===== config.mk =====
export PLATFORM = sky130hd
export DESIGN_NAME = cntr_mod_n_timer
export DESIGN_NICKNAME = d
export VERILOG_FILES = /design/src/rtl/cntr_timer_pkg.sv /design/src/rtl/cntr_ovf_tally.sv /design/src/rtl/cntr_mod_n_timer.sv
export SDC_FILE = /design/constraint.sdc
export NUM_CORES = 1
export LEC_CHECK = 0
export CAP_MARGIN = 10
export CELL_PAD_IN_SITES_DETAIL_PLACEMENT = 0
export CELL_PAD_IN_SITES_GLOBAL_PLACEMENT = 1
export CORE_ASPECT_RATIO = 0.7
export CORE_MARGIN = 5
export CORE_UTILIZATION = 43
export DETAILED_ROUTE_END_ITERATION = 8
export PLACE_DENSITY = 0.95
export SLEW_MARGIN = 20
export SYNTH_ARGS = -nofsm -noshare
export SYNTH_HDL_FRONTEND = slang
export SYNTH_SLANG_ARGS = --single-unit

===== constraint.sdc =====
create_clock -name clk -period 3.85 [get_ports clk]
set_input_delay 0.77 -clock clk [delete_from_list [all_inputs] [get_ports clk]]
set_output_delay 0.77 -clock clk [all_outputs]
set_load 0.03 [all_outputs]

===== src/rtl/cntr_timer_pkg.sv =====
// Shared types and constants for the mod-n counter/timer.
// Direction and mode encodings match the raw port levels.
package cntr_timer_pkg;

  typedef enum logic {IDLE = 1'b0, RUN = 1'b1} state_t;

  localparam logic MODE_PERIODIC = 1'b0;
  localparam logic MODE_ONESHOT  = 1'b1;
  localparam logic DIR_UP        = 1'b0;
  localparam logic DIR_DOWN      = 1'b1;

endpackage


===== src/rtl/cntr_ovf_tally.sv =====
// Sticky overflow flag plus saturating overflow counter; updates on the cycle after set.
// A coincident clr is applied before set, so clr+set leaves sticky=1, cnt=1.
module cntr_ovf_tally #(
  parameter int OVF_CNT_W = 4
) (
  input  logic                 clk,
  input  logic                 rst,
  input  logic                 clr,
  input  logic                 set,
  output logic                 sticky_o,
  output logic [OVF_CNT_W-1:0] cnt_o
);

  localparam logic [OVF_CNT_W-1:0] CNT_ONE = OVF_CNT_W'(1);

  logic                 sticky_q, sticky_d;
  logic [OVF_CNT_W-1:0] cnt_q, cnt_d;

  always_comb begin
    sticky_d = clr ? 1'b0 : sticky_q;
    cnt_d    = clr ? '0 : cnt_q;
    if (set) begin
      sticky_d = 1'b1;
      if (cnt_d != '1) cnt_d = cnt_d + CNT_ONE;
    end
  end

  always_ff @(posedge clk or posedge rst) begin
    if (rst) begin
      sticky_q <= 1'b0;
      cnt_q    <= '0;
    end else begin
      sticky_q <= sticky_d;
      cnt_q    <= cnt_d;
    end
  end

  assign sticky_o = sticky_q;
  assign cnt_o    = cnt_q;

endmodule


===== src/rtl/cntr_mod_n_timer.sv =====
// Programmable mod-n counter/timer: up/down, periodic/one-shot, shadow-latched modulus.
// stop beats start; a terminal tick reloads and pulses ovf on the following cycle.
module cntr_mod_n_timer
  import cntr_timer_pkg::*;
#(
  parameter int WIDTH     = 8,
  parameter int OVF_CNT_W = 4
) (
  input  logic                 clk,
  input  logic                 rst,
  input  logic                 start,
  input  logic                 stop,
  input  logic                 enb,
  input  logic                 mode,
  input  logic                 dir,
  input  logic [WIDTH-1:0]     count_max,
  input  logic                 ovf_clr,
  output logic [WIDTH-1:0]     cntr_o,
  output logic                 ovf,
  output logic                 ovf_sticky,
  output logic [OVF_CNT_W-1:0] ovf_cnt,
  output logic                 busy
);

  localparam logic [WIDTH-1:0] ONE = WIDTH'(1);

  state_t           state_q, state_d;
  logic [WIDTH-1:0] cntr_q, cntr_d;
  logic [WIDTH-1:0] max_q, max_d;
  logic             dir_q, dir_d;
  logic             mode_q, mode_d;
  logic             ovf_q, ovf_d;
  logic             terminal;

  assign terminal = (dir_q == DIR_DOWN) ? (cntr_q == '0) : (cntr_q == max_q);

  always_comb begin
    state_d = state_q;
    cntr_d  = cntr_q;
    max_d   = max_q;
    dir_d   = dir_q;
    mode_d  = mode_q;
    ovf_d   = 1'b0;
    if (stop) begin
      state_d = IDLE;
    end else if (start) begin
      state_d = RUN;
      max_d   = count_max;
      dir_d   = dir;
      mode_d  = mode;
      cntr_d  = (dir == DIR_DOWN) ? count_max : '0;
    end else if (state_q == RUN && enb) begin
      if (terminal) begin
        // Reload doubles as the one-shot resting value.
        cntr_d = (dir_q == DIR_DOWN) ? max_q : '0;
        ovf_d  = 1'b1;
        if (mode_q == MODE_ONESHOT) state_d = IDLE;
      end else begin
        cntr_d = (dir_q == DIR_DOWN) ? cntr_q - ONE : cntr_q + ONE;
      end
    end
  end

  always_ff @(posedge clk or posedge rst) begin
    if (rst) begin
      state_q <= IDLE;
      cntr_q  <= '0;
      max_q   <= '0;
      dir_q   <= DIR_UP;
      mode_q  <= MODE_PERIODIC;
      ovf_q   <= 1'b0;
    end else begin
      state_q <= state_d;
      cntr_q  <= cntr_d;
      max_q   <= max_d;
      dir_q   <= dir_d;
      mode_q  <= mode_d;
      ovf_q   <= ovf_d;
    end
  end

  cntr_ovf_tally #(.OVF_CNT_W(OVF_CNT_W)) u_tally (
    .clk      (clk),
    .rst      (rst),
    .clr      (ovf_clr),
    .set      (ovf_d),
    .sticky_o (ovf_sticky),
    .cnt_o    (ovf_cnt)
  );

  assign cntr_o = cntr_q;
  assign ovf    = ovf_q;
  assign busy   = (state_q == RUN);

endmodule


Yosys cells after proc, flatten, opt, wreduce, memory -nomap -nowiden
Cells that the tools add are included.
- register bits after elaboration: 25
- word-level logic and storage cells: 45
- bits of input ports: 16
- equality and inequality tests: 2
- multiplexer cells: 21
- add/subtract/negate cells: 3
- reductions and logical operators: 10
- bitwise operators: 1
- operator list (operator ; number):
    $mux 8 ; 6
    $mux 1 ; 12
    $mux 4 ; 3
    $reduce_bool 3->1 ; 3
    $add 8x1->8 const B ; 1
    $eq 8x8->1 ; 1
    $logic_not 8->1 ; 1
    $sub 8x1->8 const B ; 1
    $add 4x1->4 const B ; 1
    $ne 4x4->1 const B ; 1
    $reduce_and 2->1 ; 2
    $reduce_bool 2->1 ; 2
    $reduce_and 3->1 ; 1
    $logic_and 1x1->1 ; 1
    $not 1->1 ; 1

Logic depth before layout (Yosys ltp)
- depth in word-level cells: 7
- mapped depth: 7
- depth with buffers taken out: 7

Modules after synthesis
From an unflattened synthesis, not the netlist that was laid out.
- cells, all modules: 173
- area, all modules: 1586.5 sq um
- modules (own cells, without submodules) (module ; cells an instance ; area each (sq um) ; instances):
    cntr_mod_n_timer ; 153 ; 1370.1 ; 1
    cntr_ovf_tally ; 20 ; 216.5 ; 1

Worst setup path before layout
No wires, ideal clock.
- path kind: register to register
- from: reg cntr_q[0], in the netlist cntr_o[0]
- to: reg cntr_q[6], in the netlist cntr_o[6]
- path slack: 1.935 ns
- data arrival time: 1.837 ns
- stages on the path, launching flop included: 8
- setup time: 0.078 ns
- buffers on the path: 0
- data required time: 3.772 ns
- cell sequence: dfrtp_1 inv_1 fa_1 nor2b_1 o31a_1 mux2i_1 o21bai_1 a21oi_1
- longest elaborated chain between the ends: 5
- elaborated cells on any way between the ends: 9
- RTL lines (item ; line ; text):
    start, declared ; cntr_mod_n_timer.sv:28 ; logic [WIDTH-1:0] cntr_q, cntr_d;
    start signal, assigned ; cntr_mod_n_timer.sv:74 ; cntr_q <= cntr_d;
    $add 8x1->8, or another cell as far along ; cntr_mod_n_timer.sv:59 ; cntr_d = (dir_q == DIR_DOWN) ? cntr_q - ONE : cntr_q + ONE;
    $mux 8 / $mux 1 (equally long branches) ; cntr_mod_n_timer.sv:59, cntr_mod_n_timer.sv:35 ;
    $mux 8 * ; cntr_mod_n_timer.sv:53 ; if (terminal) begin
    $mux 8 * ; cntr_mod_n_timer.sv:52 ; end else if (state_q == RUN && enb) begin
    $mux 8 * ; cntr_mod_n_timer.sv:46 ; end else if (start) begin
Every way passes the cells marked *; elsewhere a longest branch is shown, timed or not. The select of a mux whose other input is x is not followed.
A chain may end at the register's enable or synchronous reset.

Final worst setup path
- from: in start
- to: reg max_q[0]
- longest elaborated chain between the ends: 1
- RTL lines (item ; line ; text):
    start, declared ; cntr_mod_n_timer.sv:11 ; input logic start,
    $reduce_and 2->1 (no line) ; -- ;
    end signal, assigned ; cntr_mod_n_timer.sv:75 ; max_q <= max_d;
    end, declared ; cntr_mod_n_timer.sv:29 ; logic [WIDTH-1:0] max_q, max_d;
Every way passes these cells.

==> flow_metrics.tcl <==
set metrics [dict create \
    grt_pass1_vias 1317 \
    floorplan_die_width_um 85.4 \
    fp.dieArea_um2 5360 \
    number_of_flops_mapped_to_enable_cells_by_yosys 0 \
    initial_core_utilization_pct 44.1 \
    reg2reg_to "u_tally.cnt_o[1]$_DFF_PP0_" \
    timing.critical_path.from_type "input port" \
    hold_viol 0 \
    top_level_ports 31 \
    min-delay-start "u_tally.sticky_o$_DFFE_PP0P_" \
    drt.antenna.violating_nets 0 \
    post-route-min-period_ns 2.67 \
    netlist_top_cells_count "sky130_fd_sc_hd__dfrtp_1, sky130_fd_sc_hd__nand3_1, sky130_fd_sc_hd__nand2_1" \
    synthToLayoutAreaGrowth_pct 22.7 \
    vdd_ir_drop_max_mv 0.240 \
    antenna_cells_inserted 0 \
    drt_iter0_markers 95 \
    track_usage_pct 16.8 \
    postCtsSetupBuffers 0 \
    slew-limit-headroom_pct 29.9 \
    cts_resized 0 \
    die_h_um 62.7 \
    syn-mean-instance-area_um2 9.55 \
    met1_usage_pct 25.8 \
    detail_route.vias_per_cell 5.58 \
    worstSkewPairLatency_ns 0.27 \
    place.detailed.hpwl_um 3170 \
    depth_of_the_worst_register_to_register_path 5 \
    worst_hold_path_type "reg2reg" \
    count_of_state_elements_after_synthesis 25 \
    cell_taking_the_most_area_after_synthesis "sky130_fd_sc_hd__dfrtp_1" \
    worst_ep_required_time_ns 4.01 \
    wl_um 4330 \
    ys_seq_area_share_pct 36.6 \
    grt_max_degree 26 \
    detailedRoute.firstPassIterationCount 4 \
    final_estimated_routing_congestion_in_global_placement 0.894 \
    ff2ff_setup_slack_ns 1.62 \
    outcome "complete, no violations" \
    grt_antenna_before_repair 0 \
    cts_buffers 3 \
    use_met3_pct 5.53 \
    core.rowCount 19 \
    fin_skew_ns 0.00386 \
    synth_most_common_cell "sky130_fd_sc_hd__dfrtp_1" \
    critical_path_peak_fanout 13 \
    total_leakage_power_uw 0.000885 \
    cts_hold_repair.buffers 0 \
    timing_max_transition_violations_final 0 \
    mappedNetlistNets 203 \
    timing_worst_setup_path_type "in2reg" \
    post_synth_num_cell_types 43 \
    clock.fmax_mhz 374 \
    global_route.overflow_total 0 \
    htree_num_levels 1 \
    wl_per_cell_um 16.6 \
    global_route_wire_length_before_repair_um 7140 \
    whs_path_depth 1 \
    clock_tree.buffer_depth 2 \
    post-layout-total-power_uw 892 \
    route.vias.total 1451 \
    met2_usage_pct 22.8 \
    crit-reg2reg-launch "dir_q$_DFFE_PP0P_" \
    setup.worst_path.end_class "flip-flop" \
    fin_nets 233 \
    floorplan.core_area_um2 3870 \
    tns_ns 0 \
    ys_warn_count 0 \
    top_cells_by_area_synth "sky130_fd_sc_hd__dfrtp_1, sky130_fd_sc_hd__mux2_2, sky130_fd_sc_hd__nand3_1" \
    synthCells 179 \
    setup_violations 0 \
    drive_gt1_share_pct 11.5 \
    arrival_ns 2.83 \
    layout_worst_path_cycle_share_pct 69.4 \
    synth.top_cell.area_share_pct 36.6 \
    drc 0 \
    power.density_nw_per_um2 425 \
    synthesis.area_um2 1710 \
    gr-max-usage-layer "met1" \
    path_clk_slew_ns 0.09 \
    synth_top_flop_cell "sky130_fd_sc_hd__dfrtp_1" \
    worstMarginPinSlew_ns 1.05 \
    postSynth.asyncResetShare_pct 100 \
    placement.io_buffers 30 \
    cts_tree "yes" \
    numClockSinks 25 \
    maxCapViolCount 0 \
    cts.root.buffer_cell "sky130_fd_sc_hd__clkbuf_8" \
    timing.hold.worst_endpoint "u_tally.sticky_o$_DFFE_PP0P_" \
    setup_repair_after_global_routing_missed_its_margin "no" \
]
-- worst max-delay path, stage by stage --
cell and delay [ns]:
sky130_fd_sc_hd__clkdlybuf4s50_1 0.74, sky130_fd_sc_hd__nor2b_1 0.89, sky130_fd_sc_hd__mux2_2 0.43
-- flip-flops by register name, summed over array words and instances, names as in the netlist --
register and flops:
mode_q 1, max_q 8, u_tally.sticky_o 1, cntr_o 8
ovf 1, u_tally.cnt_o 4, busy 1, dir_q 1
-- per-stage QoR --
step | utilization [%] | setup slack [ns] | hold slack, ns | area [um^2] | instances
2_1_floorplan | - | 1.94 | 0.482 | 1710 | 179
3_3_place_gp | 53.0 | 1.06 | 0.472 | 2050 | 256
3_5_place_dp | 53.0 | 0.934 | 0.477 | 2050 | 256
4_1_cts | 54.1 | 1.21 | 0.502 | 2100 | 260
5_1_grt | 54.1 | 1.11 | 0.548 | 2100 | 260
6_report | 54.1 | 1.18 | 0.500 | 2100 | 260
-- logic make-up (layout without fill, tap and decap cells) --
family                   after synthesis  after routing  share of synthesized area [%]
AO/OA/AOI/OAI                         38             38                           15.5
XOR/XNOR                              12             12                           6.15
adder cells (fa/ha/maj)                8              8                           6.30
buffers and inverters                 13             42                           3.29
flip-flops                            25             25                           36.6
multiplexers                          13             13                           8.64
AND/OR/NAND/NOR                       70             70                           23.5
-- layout make-up --
type | count | area (um^2)
well taps | 52 | 65.1
repair buffers | 31 | 308
flip-flops and latches | 25 | 626
inverters | 7 | 26.3
clock buffers | 4 | 45.0
fillers | 354 | 1780
multi-input cells | 141 | 1030
-- how the worst max path moves through the flow --
stage,from,endpoint,slack (ns),cells past startpoint
finish,start,max_q[0]$_DFFE_PP0P_,1.18,3
global route,start,max_q[5]$_DFFE_PP0P_,1.11,3
CTS,start,max_q[0]$_DFFE_PP0P_,1.21,3
global placement,start,mode_q$_DFFE_PP0P_,1.06,3
detailed placement,start,max_q[4]$_DFFE_PP0P_,0.93,3
floorplan,cntr_o[0]$_DFFE_PP0P_,cntr_o[6]$_DFFE_PP0P_,1.94,7
-- where the power goes --
group / internal (uW) / leakage, uW / switching [uW]
clock: 74.2 / 0.0000228 / 87.6
sequential: 297 / 0.000304 / 60.6
combinational: 179 / 0.000559 / 194
-- routing by layer --
metal | routed length [um] | share of wire [%]
met5 | 0 | 0
met4 | 28 | 0.65
met3 | 309 | 7.1
met2 | 1780 | 41
met1 | 2210 | 51
-- cell usage in the layout, fill, tap and decap left out, types with 5 or more instances in the layout --
master / instances
sky130_fd_sc_hd__clkdlybuf4s50_1: 30
sky130_fd_sc_hd__dfrtp_1: 25
sky130_fd_sc_hd__nand3_1: 21
sky130_fd_sc_hd__nand2_1: 14
sky130_fd_sc_hd__mux2_2: 10
sky130_fd_sc_hd__nor2b_1: 9
sky130_fd_sc_hd__xor2_1: 9
sky130_fd_sc_hd__o21ai_0: 9
sky130_fd_sc_hd__a21oi_1: 7
sky130_fd_sc_hd__nor2_1: 7
sky130_fd_sc_hd__ha_1: 7
sky130_fd_sc_hd__inv_1: 6
sky130_fd_sc_hd__nor3_1: 5
No activity file was read; power rests on OpenSTA's default activity.
==> patch (config.mk and constraints unchanged) <==
Add an input register stage for `mode`, with the module's reset; this delays it by one clock. The other inputs are not delayed to match.
--- a/src/rtl/cntr_mod_n_timer.sv
+++ b/src/rtl/cntr_mod_n_timer.sv
@@ -25,4 +25,14 @@
   localparam logic [WIDTH-1:0] ONE = WIDTH'(1);
 
+  logic mode_r;
+
+  always_ff @(posedge clk or posedge rst) begin
+    if (rst) begin
+      mode_r <= '0;
+    end else begin
+      mode_r <= mode;
+    end
+  end
+
   state_t           state_q, state_d;
   logic [WIDTH-1:0] cntr_q, cntr_d;
@@ -48,5 +58,5 @@
       max_d   = count_max;
       dir_d   = dir;
-      mode_d  = mode;
+      mode_d  = mode_r;
       cntr_d  = (dir == DIR_DOWN) ? count_max : '0;
     end else if (state_q == RUN && enb) begin
Formal check against the unedited RTL: not equivalent (Yosys sat finds a counterexample within 4 cycles, from zero or initial values and one cycle with rst high).
==> patch against the original RTL <==
Global-route usage shrank 0.21 points. Area after synthesis is 1.5% higher. Sequential share of layout area is 0.88 points higher. Die area is 1.3% higher. Routed wire length fell by 2.4%. Final area rose by 1.0%. Non-clock buffer count unchanged. Power grew 0.36%. Worst setup slack gained 0.048 ns. First-iteration DRC count up 6.3%. Register-to-register slack about the same. Utilization up 0.22 points. Sequential cell count rose by 1. Critical endpoint is now max_q[5]. Largest cell class unchanged.
==> patch: results (changes against the original RTL) <==
Status: completed
WP data arrival: 2.78 ns (-0.05 ns)
Gate Count Post-Synth: 180 (+0.56%)
Sequential cell area fraction in the yosys report: 37.5% (+0.91 points)
Synth Area in Compound Gates: 15.3% (-0.22 points)
Syn nets: 204 (+0.49%)
Initial DRC Count: 101 (+6.3%)
Synth area leaders: dfrtp_1 38%, mux2_2 6.5%, nand3_1 6.1%
Largest net degree at the start of global routing: 27 (+3.8%)
Final net count: 234 (+0.43%)
Family with the most delay on the worst path: simple AND/OR/NAND/NOR gates
Post-Synth Adder-Cell Area: 6.20% (-0.091 points)
Final hold slack: 0.487 ns (-0.0123 ns)
Setup bufs post-CTS: 0 (unchanged)
Synth top cells by count: 26 x dfrtp_1, 21 x nand3_1, 14 x nand2_1, 10 x mux2_2
R2r setup slk: 1.62 ns (about the same)
Area after DPL: 0.00208 sq mm (+1.2%)
Power, Total: 895 uW (+0.36%)
Drt total wl: 4220 um (-2.4%)
Via count: 1464 (+0.90%)
DPL Wire Length: 3150 um (-0.58%)
Number of global-route vias before repair: 1413 (+7.3%)
CTS max path bufs: 2 (unchanged)
CP Max Fanout: 13 (unchanged)
Peak supply drop: 0.000237 V (-1.3%)
Mux cell area share after synthesis: 8.51% (-0.12 points)
Slew margin rel.: 36.9% (+7.1 points)
H-tree levels: 1 (unchanged)
Clk pwr share: 17.2% (-0.9 points)
Vias per cell: 5.63 (+0.90%)
Place WS: 0.977 ns (+0.0431 ns)
First-pass GRT wire length: 7160 um (+0.20%)
Initial antenna violation count: 0 (unchanged)
Fmax: 381 MHz (+1.8%)
Hold Startpoint: mode_r
Overall Global Routing Usage: 16.6% (-0.21 points)
Cells on Worst Hold Path: 1 (unchanged)
Worst Setup EP: max_q[5]
GP Congestion: 0.841 (-6.0%)
Worst Skew: 0.00720 ns (+0.00334 ns)
Crit-path max cell delay: 0.82 ns (-0.07 ns)
Leak: 0.000898 uW (+1.5%)
Reg power frac: 41.2% (+1.1 points)
Xor and xnor fraction of the mapped netlist area: 6.06% (-0.089 points)
Clock slew at reported path FFs: 0.08 ns
Clock root buffer: clkbuf_8
Share of post-route cells with drive strength above 1: 12.0% (+0.48 points)
Placed insts: 257 (+0.39%)
Switch share: 37.8% (-0.55 points)
Min-Delay Endpoint: mode_q
CP Class: in2reg
-- patch: cell types whose count changed in the layout (fill, tap and decap cells not counted) --
cell / before / now
clkbuf_1: 1 / 0
clkinv_1: 1 / 0
dfrtp_1: 25 / 26
inv_2: 0 / 1
-- patch: layer usage --
metal,part of all wire (%),GRT usage (%)
met5,0,0
met3,5.8,4.43
met4,0.26,2.37
met2,42,23.1
met1,52,26.1
-- patch: cell type report --
type	instances	area [sq um]
flip-flops and latches	26	651
clock buffers	3	41.3
inverters	7	26.3
well taps	52	65.1
fillers	364	1780
repair buffers	31	308
multi-input cells	141	1030
-- patch: worst register-to-register path, stage by stage, from the launching register on --
cell	delay [ns]
dfrtp_1	0.60
nor4b_2	0.42
and3_1	0.47
a31o_4	0.22
nand3_4	0.09
mux2_4	0.32
